<file path="src/rtl/alu_pkg.sv">
// Shared opcode and FSM state definitions for the ALU issue controller and its bench-facing users.
package alu_pkg;

  localparam int DATA_W = 32;
  localparam int OP_W   = 4;

  typedef enum logic [OP_W-1:0] {
    OP_HOLD = 4'd0,
    OP_ADD  = 4'd1,
    OP_SUB  = 4'd2,
    OP_MUL  = 4'd3,
    OP_DIV  = 4'd4,
    OP_REM  = 4'd5,
    OP_AND  = 4'd6,
    OP_OR   = 4'd7,
    OP_XOR  = 4'd8,
    OP_SHL  = 4'd9,
    OP_SHR  = 4'd10,
    OP_SRA  = 4'd11,
    OP_SLT  = 4'd12,
    OP_SLTU = 4'd13,
    OP_PASS = 4'd14,
    OP_ZERO = 4'd15
  } alu_op_e;

  typedef enum logic [1:0] {
    ST_IDLE    = 2'd0,
    ST_ISSUE   = 2'd1,
    ST_CAPTURE = 2'd2,
    ST_RESP    = 2'd3
  } issue_state_e;

  // Divide and remainder use operand A as the divisor.
  function automatic logic is_div_by_zero(input logic [OP_W-1:0] op,
                                          input logic [DATA_W-1:0] a);
    return ((op == OP_DIV) || (op == OP_REM)) && (a == '0);
  endfunction

endpackage

</file>
<file path="src/rtl/alu_cmd_fifo.sv">
// Command FIFO: power-of-two depth, extra pointer bit separates full from empty,
// head entry is visible combinationally on data_o.
module alu_cmd_fifo #(
  parameter int DEPTH = 4,
  parameter int WIDTH = 8
) (
  input  logic             clk,
  input  logic             reset,
  input  logic             push_i,
  input  logic [WIDTH-1:0] data_i,
  input  logic             pop_i,
  output logic [WIDTH-1:0] data_o,
  output logic             full_o,
  output logic             empty_o
);

  localparam int AW = $clog2(DEPTH);

  logic [WIDTH-1:0] mem_q [DEPTH];
  logic [AW:0]      wr_ptr_q;
  logic [AW:0]      rd_ptr_q;
  logic             do_push;
  logic             do_pop;

  assign empty_o = (wr_ptr_q == rd_ptr_q);
  assign full_o  = (wr_ptr_q[AW] != rd_ptr_q[AW]) &&
                   (wr_ptr_q[AW-1:0] == rd_ptr_q[AW-1:0]);
  assign data_o  = mem_q[rd_ptr_q[AW-1:0]];
  assign do_push = push_i && !full_o;
  assign do_pop  = pop_i && !empty_o;

  always_ff @(posedge clk) begin
    if (reset) begin
      wr_ptr_q <= '0;
      rd_ptr_q <= '0;
    end else begin
      if (do_push) wr_ptr_q <= wr_ptr_q + (AW+1)'(1);
      if (do_pop)  rd_ptr_q <= rd_ptr_q + (AW+1)'(1);
    end
  end

  // Storage needs no reset: an entry is only read after it has been written.
  always_ff @(posedge clk) begin
    if (do_push) mem_q[wr_ptr_q[AW-1:0]] <= data_i;
  end

endmodule

</file>
<file path="src/rtl/alu_issue_ctrl.sv">
// Queues ALU commands, issues them one at a time to a registered ALU, and returns
// tagged responses in acceptance order; divide/remainder by zero bypass the ALU.
module alu_issue_ctrl
  import alu_pkg::*;
#(
  parameter int FIFO_DEPTH = 4,
  parameter int TAG_W      = 4
) (
  input  logic             clk,
  input  logic             reset,
  input  logic             cmd_valid,
  output logic             cmd_ready,
  input  logic [3:0]       cmd_opcode,
  input  logic [31:0]      cmd_a,
  input  logic [31:0]      cmd_b,
  input  logic [TAG_W-1:0] cmd_tag,
  output logic [3:0]       alu_opcode,
  output logic [31:0]      alu_a,
  output logic [31:0]      alu_b,
  input  logic [31:0]      alu_c,
  input  logic             alu_err,
  output logic             rsp_valid,
  input  logic             rsp_ready,
  output logic [31:0]      rsp_data,
  output logic [TAG_W-1:0] rsp_tag,
  output logic             rsp_err,
  output logic             rsp_dz,
  output logic             busy
);

  localparam int CMD_W = 4 + 32 + 32 + TAG_W;

  logic [CMD_W-1:0] fifo_wdata;
  logic [CMD_W-1:0] fifo_rdata;
  logic             fifo_full;
  logic             fifo_empty;
  logic             fifo_pop;

  logic [3:0]       head_op;
  logic [31:0]      head_a;
  logic [31:0]      head_b;
  logic [TAG_W-1:0] head_tag;

  issue_state_e     state_q, state_d;
  logic [3:0]       op_q, op_d;
  logic [31:0]      a_q, a_d;
  logic [31:0]      b_q, b_d;
  logic [TAG_W-1:0] tag_q, tag_d;
  logic [31:0]      rsp_data_q, rsp_data_d;
  logic [TAG_W-1:0] rsp_tag_q, rsp_tag_d;
  logic             rsp_err_q, rsp_err_d;
  logic             rsp_dz_q, rsp_dz_d;

  assign cmd_ready  = !fifo_full && !reset;
  assign fifo_wdata = {cmd_opcode, cmd_a, cmd_b, cmd_tag};
  assign {head_op, head_a, head_b, head_tag} = fifo_rdata;

  alu_cmd_fifo #(
    .DEPTH (FIFO_DEPTH),
    .WIDTH (CMD_W)
  ) u_cmd_fifo (
    .clk     (clk),
    .reset   (reset),
    .push_i  (cmd_valid && cmd_ready),
    .data_i  (fifo_wdata),
    .pop_i   (fifo_pop),
    .data_o  (fifo_rdata),
    .full_o  (fifo_full),
    .empty_o (fifo_empty)
  );

  always_ff @(posedge clk) begin
    if (reset) begin
      state_q    <= ST_IDLE;
      op_q       <= '0;
      a_q        <= '0;
      b_q        <= '0;
      tag_q      <= '0;
      rsp_data_q <= '0;
      rsp_tag_q  <= '0;
      rsp_err_q  <= 1'b0;
      rsp_dz_q   <= 1'b0;
    end else begin
      state_q    <= state_d;
      op_q       <= op_d;
      a_q        <= a_d;
      b_q        <= b_d;
      tag_q      <= tag_d;
      rsp_data_q <= rsp_data_d;
      rsp_tag_q  <= rsp_tag_d;
      rsp_err_q  <= rsp_err_d;
      rsp_dz_q   <= rsp_dz_d;
    end
  end

  // Operand registers only load on a real issue so the ALU inputs keep their last values.
  always_comb begin
    state_d    = state_q;
    op_d       = op_q;
    a_d        = a_q;
    b_d        = b_q;
    tag_d      = tag_q;
    rsp_data_d = rsp_data_q;
    rsp_tag_d  = rsp_tag_q;
    rsp_err_d  = rsp_err_q;
    rsp_dz_d   = rsp_dz_q;
    fifo_pop   = 1'b0;
    case (state_q)
      ST_IDLE: begin
        if (!fifo_empty) begin
          fifo_pop = 1'b1;
          op_d     = head_op;
          tag_d    = head_tag;
          if (is_div_by_zero(head_op, head_a)) begin
            rsp_data_d = '0;
            rsp_tag_d  = head_tag;
            rsp_err_d  = 1'b0;
            rsp_dz_d   = 1'b1;
            state_d    = ST_RESP;
          end else begin
            a_d     = head_a;
            b_d     = head_b;
            state_d = ST_ISSUE;
          end
        end
      end
      ST_ISSUE: state_d = ST_CAPTURE;
      ST_CAPTURE: begin
        rsp_data_d = alu_c;
        rsp_tag_d  = tag_q;
        rsp_err_d  = (op_q == OP_ADD) && alu_err;
        rsp_dz_d   = 1'b0;
        state_d    = ST_RESP;
      end
      ST_RESP: begin
        if (rsp_ready) state_d = ST_IDLE;
      end
      default: state_d = ST_IDLE;
    endcase
  end

  assign alu_opcode = (state_q == ST_ISSUE) ? op_q : OP_HOLD;
  assign alu_a      = a_q;
  assign alu_b      = b_q;
  assign rsp_valid  = (state_q == ST_RESP);
  assign rsp_data   = rsp_data_q;
  assign rsp_tag    = rsp_tag_q;
  assign rsp_err    = rsp_err_q;
  assign rsp_dz     = rsp_dz_q;
  assign busy       = (state_q != ST_IDLE) || !fifo_empty;

endmodule
</file>
<file path="config.mk">
export PLATFORM = sky130hd
export DESIGN_NAME = alu_issue_ctrl
export DESIGN_NICKNAME = d
export VERILOG_FILES = /design/src/rtl/alu_pkg.sv /design/src/rtl/alu_cmd_fifo.sv /design/src/rtl/alu_issue_ctrl.sv
export SDC_FILE = /design/constraint.sdc
export NUM_CORES = 1
export LEC_CHECK = 0
export BUFFER_PORTS_ARGS = -buffer_cell sky130_fd_sc_hd__buf_2
export CAP_MARGIN = 20
export CORE_MARGIN = 5
export CORE_UTILIZATION = 40
export CTS_CLUSTER_DIAMETER = 60
export DETAILED_ROUTE_END_ITERATION = 7
export PLACE_DENSITY = 0.68
export SLEW_MARGIN = 10
export SYNTH_ARGS = -nofsm -noshare
export SYNTH_HDL_FRONTEND = slang
export SYNTH_SLANG_ARGS = --single-unit
</file>
<file path="constraint.sdc">
create_clock -name clk -period 8.25 [get_ports clk]
set_input_delay 0.825 -clock clk [delete_from_list [all_inputs] [get_ports clk]]
set_output_delay 0.825 -clock clk [all_outputs]
set_load 0.05 [all_outputs]
</file>
## Yosys cells after proc, flatten, opt, wreduce, memory -nomap -nowiden

Memory sizes are Yosys's and may differ from the RTL's. A register that Yosys moved wholly into a read port is not among the register bits.
Cells that the tools add are included.

| operators by class | value |
|---|---|
| add/sub/neg operators | 2 |
| $mul | 0 |
| div/mod/pow operators | 0 |
| $lt $le $gt $ge | 0 |
| equality and inequality tests | 12 |
| shift-type cells | 0 |
| muxes and demuxes | 23 |
| bitwise logic cells | 2 |
| reductions and logical operators | 20 |

Operators with widths:

| cell | count |
|---|---|
| two-way mux 32 bit | 2 |
| one-hot mux 32 bit (2 select lines) | 1 |
| logical NOT 32 bit | 1 |
| two-way mux 4 bit | 3 |
| two-way mux 2 bit | 5 |
| == test 4 x 3 -> 1 bit, second input constant | 2 |
| two-way mux 1 bit | 8 |
| one-hot mux 2 bit (4 select lines) | 1 |
| one-hot mux 4 bit (2 select lines) | 1 |
| logical AND 1 bit | 7 |
| adder 3 x 1 -> 3 bit, second input constant | 2 |
| AND reduction 3 bit | 2 |
| == test 2 bit, second input constant | 2 |
| == test 4 x 1 -> 1 bit, second input constant | 1 |
| inequality test 2 bit, second input constant | 2 |
| one-hot mux 1 bit (2 select lines) | 2 |
| AND reduction 2 bit | 2 |
| nonzero test 2 bit | 2 |
| == test 3 bit | 1 |
| logical NOT 1 bit | 3 |
| == test 2 x 1 -> 1 bit, second input constant | 1 |
| == test 2 bit | 1 |
| logical NOT 2 bit | 1 |
| logical OR 1 bit | 2 |
| 3 further kinds | 4 |

| word-level totals | value |
|---|---|
| register bits after elaboration | 118 |
| bits in latches | 0 |
| RAM bits | 288 |
| memory bits (read-only) | 0 |
| bits of input ports | 109 |
| output and inout port bits | 109 |
| memories | 1 |

Memories:

| memory | depth | bits a word | rd ports | clocked after Yosys merged registers in | wr ports | line | text |
|---|---|---|---|---|---|---|---|
| u_cmd_fifo.mem_q | 4 | 72 | 1 | 1 | 1 | alu_cmd_fifo.sv:19 | `logic [WIDTH-1:0] mem_q [DEPTH];` |

## Logic depth before layout (Yosys ltp)

| logic depth | value |
|---|---|
| word-level depth | 8 |
| gate-level depth with buffers | 11 |
| gate-level depth less buffers | 7 |

## By module

From an unflattened synthesis, not the netlist that was laid out.

| second synthesis, totals | value |
|---|---|
| cells, all modules | 913 |
| area, all modules | 15770.1 sq um |

Modules (own cells, without submodules):

| module | instances | cells each | area each (sq um) | seq. area each (sq um) |
|---|---|---|---|---|
| alu_cmd_fifo | 1 | 444 | 10940.5 | 8808.4 |
| alu_issue_ctrl | 1 | 469 | 4829.6 | 2242.2 |

## Worst setup path before layout

OpenSTA, ideal clock, no wires.

| path | value |
|---|---|
| path type | input port to flip-flop |
| start | input port reset |
| end | memory u_cmd_fifo.mem_q[3][0] (netlist name), enable pin |
| setup time | 0.440 ns |
| arrival | 3.671 ns |
| data required time | 7.810 ns |
| setup slack | 4.139 ns |
| stages | 2 |
| buffers on the path | 0 |
| cells stage by stage | a31oi_1 and3_1 |

| on the way | value |
|---|---|
| word-level cells in the longest chain between the ends | 6 |

Ends and longest elaborated chain:

| element | line | text |
|---|---|---|
| start: declaration | alu_issue_ctrl.sv:10 | `input logic reset,` |
| logical NOT 1 bit | alu_issue_ctrl.sv:54 | `assign cmd_ready = !fifo_full && !reset;` |
| logical AND 1 bit | alu_issue_ctrl.sv:54 |  |
| logical AND 1 bit | alu_issue_ctrl.sv:64 | `.push_i (cmd_valid && cmd_ready),` |
| logical AND 1 bit | alu_cmd_fifo.sv:29 | `assign do_push = push_i && !full_o;` |
| two-way mux 1 bit | alu_cmd_fifo.sv:44 | `if (do_push) mem_q[wr_ptr_q[AW-1:0]] <= data_i;` |
| two-way mux 1 bit (not written as such) | alu_cmd_fifo.sv:44 |  |
| end: declaration | alu_cmd_fifo.sv:19 |  |

Every way passes these cells.

==> out/metrics.yaml <==
outcome: "finished clean"
antenna_found_initial: 17
cts_sinks: 408
synth-seq-cells: 408
relSlewSlack: 0.296
io_pins: 218
critical-path-max-stage-delay_ns: 0.82
cts_made_buffers: 44
root_buffer: "clkbuf_16"
total_power_w: 0.00587
drt_iter0_drc: 676
tritoncts: "yes"
syn_nets: 1071
layout_min_cycle_time_ns: 4.18
crit_arrival_ns: 4.57
critPathMostFrequentCell: "buf_4"
r2r_cells: 8
clk_latency_ns: 0.57
placed_cells: 1623
intPower_w: 0.00395
setup.worst_path.class: "flop to flop"
vdd_drop_max_mv: 0.189
wl_per_cell_um: 20.8
use_met2: 0.265
fin_crit_sh: 0.507
syn_inst: 952
p_clk_frac: 0.321
yosys.area.top_type: "edfxtp_1"
gp_congestion: 0.758
dp_hpwl_um: 21500
gr-usage-met1: 0.212
drive_gt1_frac: 0.317
hold_end: "tag_q[1]"
ys_seq_area_frac: 0.719
pwr-share-seq: 0.425
area_growth_pct: 19.0
overflow: 0
die_w_um: 206
synth.distinct_cells: 35
dr.pass1.iters: 5
grt_pass1_wl_um: 53900
drc: 0
power.share.switching: 0.328
postRouteAntennaNets: 0
die_h_um: 206
synth_top_cell_area_share: 0.563
hold_depth: 2
routed_wl_um: 35600
hold_buffers: 0
hold_viol: 0
crit_fanout: 44
synth.avg_cell_area_um2: 16.1
yosys_warnings: 0
io_buffers: 217
syn_area_um2: 15400
slowest_stage: "buf_4"
rows: 71
cts-resized-gates: 0
power.switching_w: 0.00193
endpoint_kind: "flop"
grt-busiest-layer: "met2"
path_clk_slew_ns: 0.06
worstPathRequired_ns: 8.64
min_from: "tag_q[1]"
final_util: 0.484
setup_viol_count_final: 0
combPwrFrac: 0.254
vias_per_cell: 5.21
skew_ns: 0.0267
synth_area_leaders: "edfxtp_1, dfxtp_1, mux4_2, mux2i_1, a21oi_1"
grt_pass1_vias: 9110
r2r-end: "alu_a[4]"
vias: 8917
core_um2: 37800
crit_path_start_kind: "flop"
initial_utilization: 0.407
whs_ns: 0.457
fin_cells: 1712
fmax_mhz: 239
p_per_area_nw_per_um2: 321
grt_max_degree: 88
hp-class: "flop to flop"
cts.path.max_buffers: 3
regToRegSetupSlack_ns: 4.07
rsz0062_at_grt: "false"
worstPathCellList: "buf_4 > mux4_2 > nor4_1 > and4_1 > nand3_2 > buf_4 > nand3_1 > a21oi_1"
leakage_nw: 6.31
grt_use_total: 0.165
die-area_um2: 42400
cap_violations: 0
setup_tns_ns: 0
grt_use_met3: 0.0490
post-cts-setup-buffer-count: 0
tightest_slew_ns: 1.06
final_max_slew_viol_count: 0
fin_nets: 1277
htreeDepth: 2
[cell usage in the layout (no fill, tap or decap), types with 6 or more instances in the layout]
cell type  count
nand3_1       62
buf_2        216
nand2b_1      33
mux4_2        72
a21oi_1       74
nand2_1       55
mux2i_1       38
o21ai_0       65
clkbuf_16     44
buf_4         13
ha_1          10
nor2_1         9
inv_1          6
clkinv_2       7
dfxtp_1      118
diode_2        7
edfxtp_1     288
clkbuf_1      15
a211oi_1      11
[layout make-up]
| type | count | area (µm²) |
|---|---|---|
| Antenna cell | 7 | 17.5 |
| Inverter | 6 | 22.5 |
| Multi-Input combinational cell | 469 | 3980 |
| Tap cell | 511 | 639 |
| Sequential cell | 408 | 11100 |
| Fill cell | 3217 | 19500 |
| Timing Repair Buffer | 229 | 1180 |
| Clock inverter | 20 | 195 |
| Clock buffer | 62 | 1200 |
[power groups by stage]
stage | clock network (W) | registers (W) | logic, W
2_1_floorplan | 0 | 0.00283 | 0.000830
3_3_place_gp | 0 | 0.00254 | 0.00149
3_5_place_dp | 0 | 0.00254 | 0.00151
4_1_cts | 0.00193 | 0.00250 | 0.00151
5_1_grt | 0.00203 | 0.00252 | 0.00160
6_report | 0.00188 | 0.00249 | 0.00149
[registers in the layout (all words and copies together), names as in the netlist, named ones only]
signal,flops
u_cmd_fifo.wr_ptr_q,3
rsp_tag,4
alu_b,32
u_cmd_fifo.rd_ptr_q,3
alu_a,32
op_q,4
tag_q,4
rsp_data,32
rsp_err,1
u_cmd_fifo.mem_q,288
rsp_dz,1
state_q,2
[per-layer routing]
layer  vias up  wire length, µm  share of wire
li1       4086                -              -
met1      4449            14600           0.41
met2       295            17100           0.48
met3        69             2880          0.081
met4        18              973          0.027
met5         -              107         0.0030
[stage by stage]
step,instance area [µm²],setup WS [ns]
2_1_floorplan,15400,4.14
3_3_place_gp,16900,4.01
3_5_place_dp,16900,3.93
4_1_cts,18300,3.92
5_1_grt,18300,3.63
6_report,18300,4.07
[synth_stat cells, drive strengths merged]
cell    instances
xnor2           5
mux4           72
o31ai           1
nor4            5
ha             10
a211oi         11
and4            1
xor2            2
and2            6
nor3            1
buf            28
a21oi          74
mux2i          38
nand3b          1
nor4b           2
o21ai          65
or4             2
dfxtp         120
inv             6
clkbuf         41
or2             1
nor2            9
nand3          63
nand2          56
a31oi           1
edfxtp        288
and3            6
a21o            1
nand2b         33
a21boi          1
nor2b           2
[worst max-delay path: cells and delay by family (launching register included)]
kind / cells / cell delay (ns)
compound gates: 1 / 0.08
buf+inv: 2 / 1.34
flops: 1 / 0.73
mux: 1 / 0.61
simple gates: 4 / 1.23
[how the worst max path moves through the flow]
| stage | from | endpoint | slack (ns) | depth (start not counted) |
|---|---|---|---|---|
| 3_3_place_gp | flop | alu_b[10] | 4.01 | 8 |
| 5_1_grt | flop | alu_a[31] | 3.63 | 8 |
| 4_1_cts | flop | alu_a[4] | 3.92 | 8 |
| 6_report | flop | alu_a[4] | 4.07 | 8 |
| 3_5_place_dp | flop | alu_a[31] | 3.93 | 8 |
| 2_1_floorplan | reset | u_cmd_fifo.mem_q[3][0] | 4.14 | 2 |
[kinds of logic (layout without fill, tap and decap cells)]
logic type / after synthesis / after routing / synth area share
flip-flops: 408 / 408 / 0.719
AND/OR/NAND/NOR: 188 / 188 / 0.0615
AO/OA/AOI/OAI: 154 / 154 / 0.0530
multiplexers: 110 / 110 / 0.130
buffers and inverters: 75 / 317 / 0.0241
adder cells (fa/ha/maj): 10 / 10 / 0.00814
XOR/XNOR: 7 / 7 / 0.00399
other: 0 / 7 / 0
No activity file was read; power rests on OpenSTA's default activity.
